===== src/rtl/crc_parallel.sv =====
// Combinational CRC division step: shifts FRAME_SIZE data bits (MSB first) into the remainder.
// Zero latency, no flow control; the active width is set at run time by the thermometer mask.
module crc_parallel #(
  parameter int CRC_SIZE   = 8,
  parameter int FRAME_SIZE = 8
) (
  input  logic [CRC_SIZE-1:0]   crc_in,
  input  logic [FRAME_SIZE-1:0] data_in,
  input  logic [CRC_SIZE-1:0]   crc_poly,
  input  logic [CRC_SIZE-1:0]   crc_poly_size,
  output logic [CRC_SIZE-1:0]   crc_out
);

  logic [CRC_SIZE-1:0] top_sel;
  logic [CRC_SIZE-1:0] poly_m;
  logic [CRC_SIZE-1:0] rem;
  logic                fb;

  // top_sel isolates the highest active bit of the thermometer mask
  assign top_sel = crc_poly_size & ~(crc_poly_size >> 1);
  assign poly_m  = crc_poly & crc_poly_size;

  always_comb begin
    rem = crc_in & crc_poly_size;
    fb  = 1'b0;
    for (int i = FRAME_SIZE - 1; i >= 0; i--) begin
      fb  = |(rem & top_sel);
      rem = ((rem << 1) | {{(CRC_SIZE-1){1'b0}}, data_in[i]}) & crc_poly_size;
      if (fb) begin
        rem = rem ^ poly_m;
      end
    end
  end

  assign crc_out = rem;

endmodule


===== config.mk =====
export PLATFORM = sky130hd
export DESIGN_NAME = crc_parallel
export DESIGN_NICKNAME = d
export VERILOG_FILES = /design/src/rtl/crc_parallel.sv
export SDC_FILE = /design/constraint.sdc
export NUM_CORES = 1
export LEC_CHECK = 0
export CAP_MARGIN = 30
export CORE_MARGIN = 2
export CORE_UTILIZATION = 45
export DETAILED_ROUTE_END_ITERATION = 10
export GPL_TIMING_DRIVEN = 0
export PLACE_DENSITY_LB_ADDON = 0.25
export SLEW_MARGIN = 20
export SYNTH_ARGS = -nofsm -noshare
export SYNTH_HDL_FRONTEND = slang
export SYNTH_SLANG_ARGS = --single-unit
export TNS_END_PERCENT = 30

===== constraint.sdc =====
create_clock -name vclk -period 11.3
set_clock_uncertainty 0.15 [all_clocks]
set_input_delay 1.13 -clock vclk [all_inputs]
set_output_delay 1.13 -clock vclk [all_outputs]
set_load 0.05 [all_outputs]

# After elaboration in Yosys (flattened, before gate mapping)
# Cells that the tools add are included.
# classes
n_mux	8
n_bitwise	36
n_reduce_logical	8
# op_table
operator	count
AND 8 bit	19
two-way mux 8 bit	8
OR 8 x 1 -> 8 bit	8
OR reduction 8 bit	8
bitwise XOR 8 bit	8
NOT 7 -> 8 bit	1
# word_totals
regBits	0
in_bits	32
out_inout_bits	8
wordCells	52

# Logic depth before layout (Yosys ltp)
# Gate-level depths: netlist of the first run.
# depth
depth_word	33
mapped_depth	27

# Worst setup path after synthesis of the first run
# OpenSTA, ideal clock, no wires.
# synth_timing
kind	input to output
from	input port crc_poly_size[5]
to	output port crc_out[0]
t_arrival_ns	8.020
required_time_ns	10.020
slack_ns	2.000
stages	25
n_path_buf	2
path_cell_list	buf_4 clkinv_1 nor2_1 a221oi_1 mux2i_1 nor3_2 a21oi_1 mux2i_2 xnor2_1 o221ai_1 a22oi_1 and2_1 mux2i_1 or2_1 buf_2 or4_1 nand3_1 o2111ai_1 or4b_4 mux2_2 o21ai_0 mux2_2 a2111oi_4 a21oi_1 mux2i_1
# synth_via
elab_chain_len	32
# synth_lines
item	line_no	source
start: declaration	10	input logic [CRC_SIZE-1:0] crc_poly_size,
NOT 7 -> 8 bit	20	assign top_sel = crc_poly_size & ~(crc_poly_size >> 1);
AND 8 bit	20	
AND 8 bit	27	fb = |(rem & top_sel);
OR reduction 8 bit	27	
two-way mux 8 bit	29	if (fb) begin
OR 8 x 1 -> 8 bit	28	rem = ((rem << 1) | {{(CRC_SIZE-1){1'b0}}, data_in[i]}) & crc_poly_size;
AND 8 bit	28	
bitwise XOR 8 bit	30	rem = rem ^ poly_m;
[... 16 more ...]	n/a	
two-way mux 8 bit	29	
OR 8 x 1 -> 8 bit	28	
AND 8 bit	28	
bitwise XOR 8 bit	30	
two-way mux 8 bit	29	
AND 8 bit *	27	
OR reduction 8 bit *	27	
two-way mux 8 bit *	29	
end: declaration	11	output logic [CRC_SIZE-1:0] crc_out
# Every way passes the cells marked *; elsewhere a longest branch is shown, timed or not.

# Worst setup path after layout of the first run
# layout_timing
from	input port crc_poly_size[1]
to	output port crc_out[2]
# layout_via
elab_chain_len	32
# layout_lines
item	line_no
NOT 7 -> 8 bit or AND 8 bit (tied branches)	20, 24
AND 8 bit or OR 8 x 1 -> 8 bit (tied branches)	20, 28
AND 8 bit, on equally long branches	27, 28
OR reduction 8 bit or bitwise XOR 8 bit (tied branches)	27, 30
two-way mux 8 bit	29
OR 8 x 1 -> 8 bit	28
AND 8 bit	28
bitwise XOR 8 bit	30
[... 16 more ...]	n/a
OR 8 x 1 -> 8 bit or two-way mux 8 bit (tied branches)	28, 29
AND 8 bit (tied with other cells)	28
bitwise XOR 8 bit (tied with other cells)	30
two-way mux 8 bit or bitwise XOR 8 bit (tied branches)	29, 30
OR 8 x 1 -> 8 bit or two-way mux 8 bit (tied branches)	28, 29
AND 8 bit, on equally long branches	28, 27
bitwise XOR 8 bit or OR reduction 8 bit (tied branches)	30, 27
two-way mux 8 bit *	29
# Marks and branches as above.

==> impl_results.md, run 1 <==
- Cell area after synthesis: 3520 sq um
- Ant diodes: 0
- Synth Instances: 552
- Post-Place Cell Area: 4010 sq um
- Nets: roughly 630
- Core area: 7650 sq um
- Final Cell Area: 4080 sq um
- Total grt overflow: 0
- Top post-synthesis cells by area: mux2i_1, nand2_1, a21oi_1, xor2_1, xnor2_1
- Detailed-route via count: just under 5000
- Post-DR wirelength/cell: between 20 and 25 um
- Final-report hold violation count: 0
- Vias in the first global route: 4278
- Largest net degree at the start of global routing: 11
- Clock share of power: 0%
- Port buffer count: 36
- DR vias/cell: 7.13
- Leak: 1.50 nW
- Max_cap viols: 0
- Die area: between 8000 and 9000 sq um
- Largest family of logic cells by synthesized area: compound AO/OA/AOI/OAI gates
- First-pass DRT Iterations: 6
- Post-Synth XOR/XNOR Area: 11.2%
- Global-route wire length before repair: 21.9 mm
- Fmax: 92.4 MHz
- CP required: about 10 ns
- Total GRT Usage: 31.5%
- Power consumption: 469 uW
- RSZ-0062 raised after global routing: no
- Placer Congestion: 1.05
- CP Capture Type: output port
- Synth warn: 0
- Register Area: 0 sq um
- Distinct cell type count of the synthesized netlist: 75
- DRC errors left: 0
- Worst Max-Slew Pin Slew: 0.786 ns
- Multiplexer share of the synthesized area: 14.1%
- Synth top area share: 10.8%
- CLK BUF: 0
- Post-layout min period: 10.83 ns
- Final setup violation count: 0
- Seq Cell Count: 0
- Antenna violations before repair: 0
- Drt initial violations: 837
- Internal power: approximately 160 uW
- Detail Placement HPWL: 10.9 mm
- Setup TNS: 0 ns
- Compound-gate portion of the synthesized area: 36.0%
- Simple-gate share of the synthesized area: between 30% and 40%
- Final core utilization: a little over half
- # IOs: 40
- Final std cells w/o fill: 693
- Critical path endpoint: crc_out[2]
- Die Span Y: 92.5 um
- PwrDens: 115 nW/um^2
- CP max FO: 10
- Layout cell share with drive strength beyond 1: 9.48%
- Starting Density: 46.1%
- Area leader, netlist: mux2i_1
- Max VDD drop: 0.0000382 V
- Critical path class: input port to output port
- GRT Max-Usage Layer: met2
- DRT antenna net count: 0
- Fin crit share: 95.8%
- Met2 usage: between 40 and 50%
- Met3 usage: 6.27%
- Status: complete, no violations
- Syn_nets: 584
- Critical path startpoint: crc_poly_size[1]
- Critical path startpoint category: input port
- Met1 Use GR: 43.4%
- P_sw: about 300 uW
- Hold Path Class: input port to output port
- Placed cells: 690
- Post-synthesis area per instance: 6.39 sq um
- Fill count: 766
- Comb pwr share: 100.0%
- Die width: between 90 and 100 um
- Seq/Total Area, Yosys: 0%
- Detailed Route WL: between 10 and 15 mm
- Sw frac: 65.2%
- Adder-Cell Fraction of Synth Area: 0%
- Pins over their slew limit: 0
- Area Overhead vs Synth: 15.7%
- Critical path data arrival time: 9.55 ns
- Worst slew margin: around 47%
- Row cnt: 32
- Reg power frac: 0%
repair_timing:
| item | in CTS | in global routing |
|---|---|---|
| pin swaps | 1 | 2 |
| setup buffers | 1 | 1 |
| cloned | 0 | 1 |
| endpoints found under the setup margin | 8 | 8 |
| hold buffers | 0 | 0 |
| resized for setup | 11 | 29 |
| hold endpoints to repair | 0 | 0 |
power groups by stage:
| stage | combinational, mW | sequential [mW] | clock [mW] |
|---|---|---|---|
| 2_1_floorplan | 0.332 | 0 | 0 |
| 3_3_place_gp | 0.430 | 0 | 0 |
| 3_5_place_dp | 0.437 | 0 | 0 |
| 4_1_cts | 0.436 | 0 | 0 |
| 5_1_grt | 0.490 | 0 | 0 |
| 6_report | 0.469 | 0 | 0 |
critical path: stages:
cell	delay, ns
clkdlybuf4s50_1	0.49
nand3b_1	0.21
nand4_1	0.25
clkbuf_1	0.41
o21ai_1	0.21
mux2i_2	0.24
nor2_1	0.36
and2_1	0.24
mux2i_1	0.45
nand2_1	0.31
o311ai_1	0.60
nor4_4	0.04
buf_4	0.19
a21boi_1	0.22
mux2i_1	0.32
o211ai_1	0.19
buf_2	0.23
or4_1	0.49
nand3_1	0.09
o2111ai_1	0.20
or4b_4	0.59
mux2_2	0.30
o21ai_0	0.21
mux2_2	0.41
a2111oi_4	0.47
a21oi_1	0.17
mux2i_1	0.18
clkbuf_2	0.30
how the worst min path moves through the flow:
stage / start / depth (start not counted) / to
after floorplan: data_in[0] / 2 / crc_out[0]
after global placement: data_in[0] / 4 / crc_out[0]
after detailed placement: data_in[0] / 4 / crc_out[0]
after CTS: data_in[0] / 4 / crc_out[0]
after global routing: data_in[0] / 4 / crc_out[0]
final: data_in[0] / 4 / crc_out[0]
layout by cell type, fill, tap and decap left out, types with 13 or more instances in the layout:
master,synthesis,final
a21oi_1,48,47
nor3_1,13,13
nand2_1,89,89
nor2_1,38,35
xnor2_1,20,20
nand3_1,34,34
mux2i_1,38,34
clkbuf_1,31,31
xor2_1,25,23
clkdlybuf4s50_1,0,28
layout make-up:
type / instances / area [sq um] / area share [%]
Buffer: 37 / 151 / 3.71
Tap cell: 102 / 128 / 3.13
Timing Repair Buffer: 38 / 335 / 8.23
Inverter: 13 / 48.8 / 1.20
Multi-Input combinational cell: 503 / 3410 / 83.7
routing by layer:
metal	routed length, um	part of all wire [%]
met3	2030	14
met1	5740	40
met4	772	5.4
met5	0	0
met2	5860	41
cell usage after synthesis, types with 10 or more instances:
master,n
o21ai_0,11
a21oi_1,48
mux2i_1,38
xnor2_1,20
a22oi_1,10
xor2_1,25
clkbuf_1,31
nand2b_1,11
nor3_1,13
nand2_1,89
nand3_1,34
nor2_1,38
metrics by stage:
stage          hold WS (ns)  setup slack (ns)
2_1_floorplan          2.47              2.00
3_3_place_gp           3.33            -0.144
3_5_place_dp           3.35            -0.303
4_1_cts                3.07             0.252
5_1_grt                2.94             0.141
6_report               2.89             0.474
kinds of logic (layout without fill, tap and decap cells):
kind of cell | after synthesis | after routing
compound gates | 173 | 174
buf+inv | 50 | 88
mux | 47 | 47
xor+xnor | 45 | 45
simple gates | 237 | 237
(Power assumes the default switching activity.)
==> run 2, diff against run 1 <==
Settings changed: CAP_MARGIN 30 to default.
==> results of run 2 <==
The final DEF is identical to that of run 1; final timing and power are the same.
==> run 3, diff against run 2 <==
Settings changed: CORE_UTILIZATION 45 to 61, GPL_ROUTABILITY_DRIVEN from default to 0.
==> impl_results.md, run 3 (synthesis results as in run 1) <==
- Critical path startpoint: crc_poly_size[5]
- Area of the multi-input gates: 3390 sq um
- Critical path class: input port to output port
- Total grt overflow: 0
- Hold Path Class: input port to output port
- Worst slew margin: just over 40%
- Detailed Route WL: roughly 14 mm
- Leak: 1.59 nW
- Ant diodes: 0
- First-pass DRT Iterations: 7
- Sw frac: about 64%
- Number of cells on the critical path: 27
- RSZ-0062 raised after global routing: yes
- CLK BUF: 0
- Seq Cell Count: 0
- DRT antenna net count: 0
- Slowest-stage cell, CP: nor2_1
- Fill count: 472
- Comb pwr share: 100.0%
- Critical path endpoint: crc_out[2]
- Starting Density: 63.6%
- Max VDD drop: just over 0.00007 V
- Detail Placement HPWL: between 10 and 15 mm
- P_sw: 303 uW
- Area Overhead vs Synth: 15.7%
- Nets: 627
- Status: complete, no violations
- Reg power frac: 0%
- Critical path data arrival time: 9.76 ns
- Detailed-route via count: 5008
- Internal power: between 150 and 200 uW
- Largest net degree at the start of global routing: 11
- Drt initial violations: 1106
- Register Area: 0 sq um
- CTS Hold Buffers Added: 0
- Antenna violations before repair: 0
- Crit-path max cell delay: roughly 0.79 ns
- Vias in the first global route: about 4300
- Pins over their slew limit: 0
- Max_cap viols: 0
- Total GRT Usage: 42.3%
- Fin crit share: between 90% and 100%
- PwrDens: 116 nW/um^2
- Final setup violation count: 0
- Worst Max-Slew Pin Slew: roughly 0.87 ns
- Final-report hold violation count: 0
- Setup TNS: 0 ns
- Kind of cell adding the most delay to the critical path: simple AND/OR/NAND/NOR gates
- CP max FO: 10
- CP Capture Type: output port
- Port buffer count: 36
- Die width: around 80 um
- Layout cell share with drive strength beyond 1: under 10%
- Critical path startpoint category: input port
- Clock share of power: 0%
- Row cnt: 27
- Commonest non-fill, non-tap cell in the layout: nand2_1
- Die area: between 6000 and 7000 sq um
- Commonest cells after routing, fill and taps aside: nand2_1, a21oi_1, nor2_1, nand3_1, mux2i_1
- Global-route wire length before repair: around 22 mm
- Core area: 5540 sq um
- Die Span Y: ~80 um
- CP required: 10.02 ns
- Buf/Inv on CP: 5
- Post-DR wirelength/cell: 20.9 um
- # IOs: 40
- Hold Slack: roughly 2.9 ns
- DR vias/cell: 7.53
- Fmax: 90.6 MHz
- Post-layout min period: 11.04 ns
- DRC errors left: 0
[run 3: metal layers]
| metal | vias up | routed length, um | global-route usage (%) |
|---|---|---|---|
| met3 | 115 | 2370 | 11.4 |
| li1 | 2174 | - | - |
| met2 | 508 | 5550 | 63.8 |
| met4 | 0 | 763 | 13.1 |
| met1 | 2211 | 5230 | 58.0 |
| met5 | - | 0 | 0 |
[run 3: what timing repair did]
item / in CTS / in global routing
pin swaps: 1 / 1
gates resized for setup: 2 / 20
endpoints found under the setup margin: 8 / 8
setup buffers: 2 / 3
[run 3: metrics by stage]
step	area (sq um)	utilization, %	total power [mW]	cells	setup WS, ns
3_3_place_gp	3980	71.7	0.425	660	-0.0840
2_1_floorplan	3520	-	0.332	552	2.00
6_report	4080	73.6	0.473	665	0.257
3_5_place_dp	3980	71.7	0.437	660	-0.325
4_1_cts	4000	72.2	0.442	662	0.0000231
5_1_grt	4080	73.6	0.495	665	-0.0201
[run 3: worst min-delay path by stage]
stage | slack [ns] | to | start | cells after the start
after floorplan | 2.47 | crc_out[0] | data_in[0] | 2
final | 2.90 | crc_out[0] | data_in[0] | 4
after detailed placement | 3.36 | crc_out[0] | data_in[0] | 4
after global routing | 2.94 | crc_out[0] | data_in[0] | 4
after global placement | 3.33 | crc_out[0] | data_in[0] | 4
after CTS | 3.37 | crc_out[0] | data_in[0] | 4
[run 3: final cells by class]
type,count,share of cell area [%]
Buffer,37,3.71
Tap cell,72,2.21
Timing Repair Buffer,41,9.88
Inverter,13,1.20
Multi-Input combinational cell,502,83.0
[run 3: power groups by stage]
stage | sequential [mW] | combinational (mW) | clock (mW)
after floorplan | 0 | 0.332 | 0
after global placement | 0 | 0.425 | 0
after detailed placement | 0 | 0.437 | 0
after CTS | 0 | 0.442 | 0
after global routing | 0 | 0.495 | 0
final | 0 | 0.473 | 0
